### config.mk
export PLATFORM = sky130hd
export DESIGN_NAME = fetch_stage
export DESIGN_NICKNAME = d
export VERILOG_FILES = /design/src/rtl/pipeline_pkg.sv /design/src/rtl/fetch_pc_gen.sv /design/src/rtl/fetch_stage.sv
export SDC_FILE = /design/constraint.sdc
export NUM_CORES = 1
export LEC_CHECK = 0
export CAP_MARGIN = 30
export CELL_PAD_IN_SITES_DETAIL_PLACEMENT = 1
export CELL_PAD_IN_SITES_GLOBAL_PLACEMENT = 1
export CORE_MARGIN = 3
export CORE_UTILIZATION = 35
export CTS_BUF_LIST = sky130_fd_sc_hd__clkbuf_8
export CTS_CLUSTER_DIAMETER = 150
export DETAILED_ROUTE_END_ITERATION = 7
export PLACE_DENSITY_LB_ADDON = 0.08
export SLEW_MARGIN = 20
export SYNTH_ARGS = -nofsm -noshare
export SYNTH_HDL_FRONTEND = slang
export SYNTH_SLANG_ARGS = --single-unit
### constraint.sdc
create_clock -name clk -period 4.1 [get_ports clk]
set_clock_uncertainty 0.05 [all_clocks]
set_input_delay 0.82 -clock clk [delete_from_list [all_inputs] [get_ports clk]]
set_output_delay 0.82 -clock clk [all_outputs]
set_load 0.005 [all_outputs]
### src/rtl/pipeline_pkg.sv
// Shared RV32I pipeline types and constants.
// Fetch FSM encoding and the IF/ID register layout used by the fetch stage.
package pipeline_pkg;

    localparam int XLEN = 32;
    localparam logic [XLEN-1:0] NOP_INSTR = 32'h0000_0013;

    typedef enum logic [1:0] {
        IDLE,
        REQ,
        WAIT,
        HOLD
    } fetch_state_t;

    typedef struct packed {
        logic [XLEN-1:0] instr;
        logic [XLEN-1:0] pc;
        logic            valid;
    } ifid_t;

endpackage

### src/rtl/fetch_pc_gen.sv
// Program counter with hold / +4 / redirect next-PC selection; updates on the next edge.
// Redirect wins over advance; redirect targets are forced to word alignment.
module fetch_pc_gen
    import pipeline_pkg::*;
#(
    parameter logic [XLEN-1:0] RESET_PC = '0
) (
    input  logic            clk,
    input  logic            rst,
    input  logic            advance,
    input  logic            redirect,
    input  logic [XLEN-1:0] redirect_pc,
    output logic [XLEN-1:0] pc
);

    logic [XLEN-1:0] pc_next;

    always_comb begin
        pc_next = pc;
        if (redirect) begin
            pc_next = {redirect_pc[XLEN-1:2], 2'b00};
        end else if (advance) begin
            pc_next = pc + 32'd4;
        end
    end

    always_ff @(posedge clk or posedge rst) begin
        if (rst) begin
            pc <= RESET_PC;
        end else begin
            pc <= pc_next;
        end
    end

endmodule

### src/rtl/fetch_stage.sv
// Instruction fetch: one outstanding imem request, IF/ID load 2 edges after a zero-wait request.
// pc_write=0 freezes PC and IF/ID, parking a returned word in hold_buf; redirect overrides the stall.
module fetch_stage #(
    parameter logic [31:0] RESET_PC  = 32'h0000_0000,
    parameter logic [31:0] NOP_INSTR = pipeline_pkg::NOP_INSTR
) (
    input  logic        clk,
    input  logic        rst,
    input  logic        pc_write,
    input  logic        redirect,
    input  logic [31:0] redirect_pc,
    output logic        im_req,
    output logic [31:0] im_addr,
    input  logic        im_gnt,
    input  logic        im_rvalid,
    input  logic [31:0] im_rdata,
    output logic [31:0] IF_instrout,
    output logic [31:0] IF_pcout,
    output logic        IF_valid,
    output logic        fetch_busy
);
    import pipeline_pkg::*;

    fetch_state_t    state;
    logic            kill;
    logic [XLEN-1:0] pc;
    logic [XLEN-1:0] hold_buf;
    logic [XLEN-1:0] pc_redir;
    logic            deliver;
    logic            advance;
    ifid_t           ifid;

    assign pc_redir   = {redirect_pc[XLEN-1:2], 2'b00};
    assign deliver    = ((state == WAIT) && im_rvalid && !kill) || (state == HOLD);
    assign advance    = deliver && pc_write && !redirect;
    assign fetch_busy = !deliver;
    assign im_req     = (state == REQ);
    assign im_addr    = pc;

    assign IF_instrout = ifid.instr;
    assign IF_pcout    = ifid.pc;
    assign IF_valid    = ifid.valid;

    fetch_pc_gen #(
        .RESET_PC(RESET_PC)
    ) u_pc_gen (
        .clk         (clk),
        .rst         (rst),
        .advance     (advance),
        .redirect    (redirect),
        .redirect_pc (redirect_pc),
        .pc          (pc)
    );

    // A request already granted cannot be withdrawn, so a redirect marks its response for discard.
    always_ff @(posedge clk or posedge rst) begin
        if (rst) begin
            state    <= IDLE;
            kill     <= 1'b0;
            hold_buf <= '0;
        end else if (redirect) begin
            case (state)
                REQ: begin
                    if (im_gnt) begin
                        state <= WAIT;
                        kill  <= 1'b1;
                    end
                end
                WAIT: begin
                    if (im_rvalid) begin
                        state <= REQ;
                        kill  <= 1'b0;
                    end else begin
                        kill  <= 1'b1;
                    end
                end
                default: state <= REQ;
            endcase
        end else begin
            case (state)
                IDLE: state <= REQ;
                REQ: begin
                    if (im_gnt) state <= WAIT;
                end
                WAIT: begin
                    if (im_rvalid) begin
                        if (kill) begin
                            kill  <= 1'b0;
                            state <= REQ;
                        end else if (pc_write) begin
                            state <= REQ;
                        end else begin
                            hold_buf <= im_rdata;
                            state    <= HOLD;
                        end
                    end
                end
                HOLD: begin
                    if (pc_write) state <= REQ;
                end
                default: state <= IDLE;
            endcase
        end
    end

    always_ff @(posedge clk or posedge rst) begin
        if (rst) begin
            ifid.instr <= NOP_INSTR;
            ifid.pc    <= '0;
            ifid.valid <= 1'b0;
        end else if (redirect) begin
            ifid.instr <= NOP_INSTR;
            ifid.pc    <= pc_redir;
            ifid.valid <= 1'b0;
        end else if (pc_write) begin
            ifid.instr <= deliver ? ((state == HOLD) ? hold_buf : im_rdata) : NOP_INSTR;
            ifid.pc    <= pc;
            ifid.valid <= deliver;
        end
    end

endmodule

==> results.py, run 1 <==
metrics = {
    "synthesis": {
        "yosysWarnings": 0,
        "synth.most_common_cell": "dfrtp_1",
        "synthTopCellsByArea": "dfrtp_1 (50%), mux2i_1 (10%), mux2_2 (5.7%)",
        "synth_cells": 595,
        "synth_flop_cell": "dfrtp_1",
        "ys_seq_area_share_pct": 51.5,
        "synth_edf_count": 0,
        "synth_area_leader_cell": "dfrtp_1",
        "avgSynthCellArea_um2": 10.6,
        "netlist_area_um2": 6280,
        "synth_common_cells": "dfrtp_1 (126), mux2i_1 (63), nand2_1 (51)",
        "ys_types": 49,
        "ys_ff_latch": 129,
        "yosysTopAreaCellShare_pct": 50.2,
        "async_reset_ff_share_pct": 100,
    },
    "timing": {
        "hold_viol_final": 0,
        "timing.fmax_mhz": 317,
        "setup-tns-final_ns": 0,
        "finalCritPeriodShare_pct": 77.0,
        "slew_headroom_pct": 50.5,
        "tightest_slew_ns": 0.743,
        "min_period_ns": 3.16,
        "rsz0062_at_grt": "no",
        "finalSetupViolCount": 0,
        "maxSlewViolCount": 0,
    },
    "clock_network": {
        "cts_tree": "built",
        "cts-root-buf": "clkbuf_8",
        "cts-resized-gates": 0,
        "holdBufCountCts": 0,
        "clkLatencyLatePin_ns": 0.44,
        "cts_made_buffers": 17,
        "numClockSinks": 129,
        "htreeDepth": 4,
        "path_clk_slew_ns": 0.08,
        "clockBufferDepth": 2,
        "postCtsSetupBuffers": 0,
    },
    "worst_setup_path": {
        "path_max_fanout": 8,
        "path_cells": "clkdlybuf4s50_1, and3b_1, nor2_1, clkdlybuf4s50_1",
        "r2r_start": "state[0]",
        "end_kind": "output pin",
        "rrSetupSlack_ns": 1.41,
        "required_ns": 3.23,
        "cp_common_cell": "clkdlybuf4s50_1",
        "critPathMaxStageDelay_ns": 0.52,
        "critPathSlowestCell": "clkdlybuf4s50_1",
        "criticalPathCategory": "primary input to output pin",
        "start_kind": "primary input",
        "r2r-end": "u_pc_gen.pc[28]",
        "reg2reg_depth": 5,
        "cp-startpoint": "im_rvalid",
        "crit_end": "fetch_busy",
        "critical_path_arrival_ns": 2.29,
    },
    "grt": {
        "grt_overflow": 0,
        "grt_max_degree": 130,
        "grt_first_pass_wirelength_mm": 29.6,
        "antenna_found_initial": 0,
        "grt_pass1_vias": 5569,
        "grt_use_total_pct": 18.7,
    },
    "pwr": {
        "p_sw_uw": 1080,
        "combPwrFrac_pct": 25.1,
        "p_clk_share_pct": 30.7,
        "power_frac_seq_pct": 44.2,
        "leakagePower_uw": 0.00356,
        "p_per_area_nw_per_um2": 423,
        "irDropWorstVdd_uv": 197,
        "internal_power_uw": 2510,
        "netSwitchingFraction_pct": 30.1,
    },
    "placement": {
        "port_buffers": 164,
        "dpl.hpwl_mm": 12.3,
        "routabilityCongestion": 0.780,
    },
    "route": {
        "routedWlPerCell_um": 18.4,
        "drtAntennaViolNets": 0,
        "vias": 5130,
        "vias_per_cell": 5.23,
        "totalWireLength_mm": 18.0,
        "dr.pass1.iters": 6,
        "drtIter0Drc": 281,
        "drc": 0,
    },
    "floorplanning": {
        "std_cell_rows": 48,
        "initial_core_util_pct": 36.0,
        "die_x_um": 140,
        "coreArea_um2": 17400,
        "die_area_um2": 19600,
        "die_y_um": 140,
        "ioPinCount": 169,
    },
    "min_path": {
        "min_path_type": "flop to flop",
    },
    "layout": {
        "n_fill_cell": 1907,
        "fin_util_pct": 48.8,
        "final_layout_size_suffix_gt1_share_pct": 12.7,
        "n_antenna_cell": 0,
        "syn_to_final_growth_pct": 35.5,
        "layout.nets": 817,
    },
    "run": {
        "cap_violations": 0,
    },
    "outcome": {
        "outcome": "completed",
    },
}
[layout by cell type (no fill, tap or decap), types with 7 or more instances in the layout]
cell type and instances:
a21o_1 9, nand3_1 12, nand2_1 51, o21ai_0 13
clkdlybuf4s50_1 162, buf_4 8, clkbuf_8 19, nor3_1 10
nor2_1 49, a211oi_2 13, nor4_1 14, a21oi_1 40
mux2i_1 63, o21ai_1 23, mux2_2 32, nand4_1 7
dfrtp_1 126
[sequential cells by signal (all words and copies together) (netlist names)]
| name | flops |
|---|---|
| IF_valid | 1 |
| hold_buf | 32 |
| IF_pcout | 31 |
| u_pc_gen.pc | 30 |
| kill | 1 |
| state | 2 |
| IF_instrout | 32 |
[how the worst min path moves through the flow]
| stage | startpoint | to | cells after the start |
|---|---|---|---|
| floorplan | IF_valid | IF_valid | 2 |
| global placement | IF_valid | IF_valid | 2 |
| finish | IF_instrout[3] | IF_instrout[3] | 2 |
| CTS | IF_instrout[2] | IF_instrout[2] | 2 |
| detailed placement | IF_valid | IF_valid | 2 |
| global route | IF_instrout[11] | IF_instrout[11] | 2 |
[power by group through the flow]
stage	Combinational, µW	Clock [µW]	Sequential (µW)
2_1_floorplan	510	0	1580
3_3_place_gp	878	0	1600
3_5_place_dp	914	0	1610
4_1_cts	919	1140	1590
5_1_grt	988	1200	1620
6_report	902	1100	1590
[layer usage]
metal / up-vias / wire length, µm / GRT usage [%] / share of wire (%)
met3: 20 / 950 / 5.63 / 5.3
met5: - / 0 / 0 / 0
met4: 0 / 273 / 5.66 / 1.5
met2: 115 / 8710 / 30.2 / 48
li1: 2441 / - / - / -
met1: 2554 / 8080 / 24.3 / 45
[through the flow]
| stage | setup slack (ns) | hold WS (ns) | cell area (µm²) | cells | total power [µW] |
|---|---|---|---|---|---|
| 2_1_floorplan | 1.64 | 0.421 | 6280 | 596 | 2090 |
| 3_3_place_gp | 0.942 | 0.413 | 8110 | 949 | 2480 |
| 3_5_place_dp | 0.916 | 0.425 | 8110 | 949 | 2530 |
| 4_1_cts | 0.941 | 0.444 | 8510 | 981 | 3650 |
| 5_1_grt | 0.870 | 0.462 | 8510 | 981 | 3810 |
| 6_report | 0.943 | 0.438 | 8510 | 981 | 3600 |
[layout make-up]
cell class	instances	area (µm²)	share of cell area, %
clock buffers	19	262	3.07
clock inverters	13	136	1.60
inverters	6	26.3	0.309
multi-input cells	415	2840	33.4
flip-flops and latches	129	3230	38.0
well taps	225	282	3.31
repair buffers	174	1730	20.4
[logic make-up (layout without fill, tap and decap cells)]
kind of cell	Yosys count	in the layout	synth area share (%)
simple gates	179	179	13.9
compound gates	129	129	13.7
flops	129	129	51.5
mux	95	95	15.8
buf+inv	52	212	3.53
xor+xnor	6	6	0.837
fa+ha+maj	4	4	0.797
other cells	1	2	0.0597
[worst max-delay path, delay by kind of cell]
family | cells | cell delay [ns]
buffers and inverters | 2 | 1.03
and+or+nand+nor | 2 | 0.44
Power figures use the tool's default switching activity.
==> inputs of run 2 (changes only) <==
clock period = 2.67 ns   (was 4.1 ns; I/O delays follow)
==> run 2 against run 1 <==
Against the previous run:
- non-clock buffer count increased by 11
- highest routed layer is now met5
- sequential cell count unchanged
- utilization increased by 0.73 points
- critical path depth decreased by 1
- clock power increased by 62%
- register-to-register slack got worse by 1.0 ns
- cell area increased by 1.5%
==> results.py, run 2 (synthesized netlist as in run 1, its figures left out) <==
metrics = {
    "floorplanning": {
        "initial_core_util_pct": 36.0,
        "std_cell_rows": 48,
        "die_x_um": 140,
        "coreArea_um2": 17400,
        "die_area_um2": 19600,
        "die_y_um": 140,
        "ioPinCount": 169,
    },
    "route": {
        "drc": 0,
        "vias_per_cell": 5.25,
        "drtAntennaViolNets": 0,
        "vias": 5199,
        "dr.pass1.iters": 4,
        "totalWireLength_mm": 18.5,
        "routedWlPerCell_um": 18.7,
        "drtIter0Drc": 239,
    },
    "layout": {
        "fin_util_pct": 49.6,
        "final_layout_size_suffix_gt1_share_pct": 14.0,
        "n_antenna_cell": 0,
        "syn_to_final_growth_pct": 37.6,
        "final_cell_mix": "clkdlybuf4s50_1 (161), dfrtp_1 (126), mux2i_1 (63)",
        "layout.cells.most_common": "clkdlybuf4s50_1",
        "layout.nets": 828,
        "fin_area_um2": 8630,
    },
    "timing": {
        "tightest_slew_ns": 0.718,
        "hold_viol_final": 0,
        "slew_headroom_pct": 52.1,
        "timing.fmax_mhz": 427,
        "rsz0062_at_grt": "no",
        "min_period_ns": 2.34,
        "maxSlewViolCount": 0,
        "setup_ws_ns": 0.329,
        "setup-tns-final_ns": 0,
        "finalCritPeriodShare_pct": 87.7,
        "finalSetupViolCount": 0,
    },
    "clock_network": {
        "holdBufCountCts": 0,
        "cts_made_buffers": 17,
        "cts_tree": "built",
        "clkLatencyLatePin_ns": 0.45,
        "path_clk_slew_ns": 0.09,
        "htreeDepth": 4,
        "numClockSinks": 129,
        "cts-root-buf": "clkbuf_8",
        "clockBufferDepth": 2,
    },
    "placement": {
        "routabilityCongestion": 0.783,
        "place_ws_ns": -0.00493,
        "port_buffers": 164,
        "dpl.hpwl_mm": 13.0,
        "placed_area_um2": 8210,
    },
    "pwr": {
        "p_per_area_nw_per_um2": 653,
        "irDropWorstVdd_uv": 326,
        "leakagePower_uw": 0.00361,
    },
    "grt": {
        "antenna_found_initial": 1,
        "grt_overflow": 0,
        "grt_pass1_vias": 5764,
        "grt_first_pass_wirelength_mm": 30.7,
        "grt_use_total_pct": 19.4,
        "grt_max_degree": 47,
    },
    "worst_setup_path": {
        "required_ns": 2.09,
        "end_kind": "output pin",
        "critical_path_arrival_ns": 1.76,
        "reg2reg_depth": 6,
        "path_max_fanout": 4,
        "criticalPathCategory": "flop to output pin",
        "r2r_start": "state[1]",
        "start_kind": "flop",
        "cp-startpoint": "state[1]",
    },
    "min_path": {
        "min_path_type": "primary input to asynchronous set/reset pin",
    },
    "run": {
        "cap_violations": 0,
    },
    "outcome": {
        "outcome": "completed",
    },
}
-- run 2: cell types whose count changed in the layout (fill, tap and decap cells not counted), sizes merged --
cell,before,now
clkinv,9,4
clkbuf,19,17
bufinv,2,3
clkdlybuf4s50,162,161
clkinvlp,1,4
buf,12,23
inv,7,9
dlymetal6s2s,0,1
-- run 2: critical path: stages (launching register included) --
cell	delay, ns
dfrtp_1	0.41
inv_1	0.09
ha_1	0.22
clkdlybuf4s50_1	0.60
-- run 2: area by class of cell --
class	count	area, µm²
fillers	1921	8780
flip-flops and latches	129	3230
multi-input cells	415	2840
repair buffers	185	1840
well taps	225	282
clock buffers	17	234
clock inverters	14	181
inverters	6	26.3
-- run 2: final timing paths --
| check | end | slack [ns] |
|---|---|---|
| setup / recovery | im_req | 0.33 |
| hold reg to reg | IF_instrout[21] | 0.43 |
| min in group clk | IF_instrout[4] | 0.40 |
| max in group asynchronous | IF_instrout[23] | 1.61 |
| setup reg to reg | u_pc_gen.pc[21] | 0.39 |
| hold / removal | IF_valid | 0.38 |
-- run 2: power by group --
| group | internal, µW | total [µW] | switching (µW) |
|---|---|---|---|
| registers | 2210 | 2430 | 218 |
| logic | 784 | 1420 | 640 |
| clock network | 934 | 1780 | 850 |
-- run 2: metal layers --
metal	routed length, µm	track usage [%]	vias up
met3	854	4.34	26
met4	379	6.78	2
met2	8980	32.3	119
met1	8300	24.9	2595
met5	13	0	-
li1	-	-	2457
-- run 2: through the flow --
stage               hold slack (ns)  cells  total power, µW
floorplan                     0.421    596             3210
global placement              0.414    959             3820
detailed placement            0.424    959             3900
CTS                           0.363    991             5720
global route                  0.408    991             5960
finish                        0.378    991             5640
-- run 2: what timing repair did --
item                                    CTS  global route
buffers inserted                          1             0
pin swaps                                 0             0
endpoints found under the hold margin     0             0
cloned                                    0             0
endpoints found under the setup margin    1             1
gates resized for setup                   0             1
==> inputs of run 3 (changes only) <==
SLEW_MARGIN = unset   (was 20)
==> results of run 3 <==
Same layout as run 2: the final DEF is identical, and so are final timing and power.
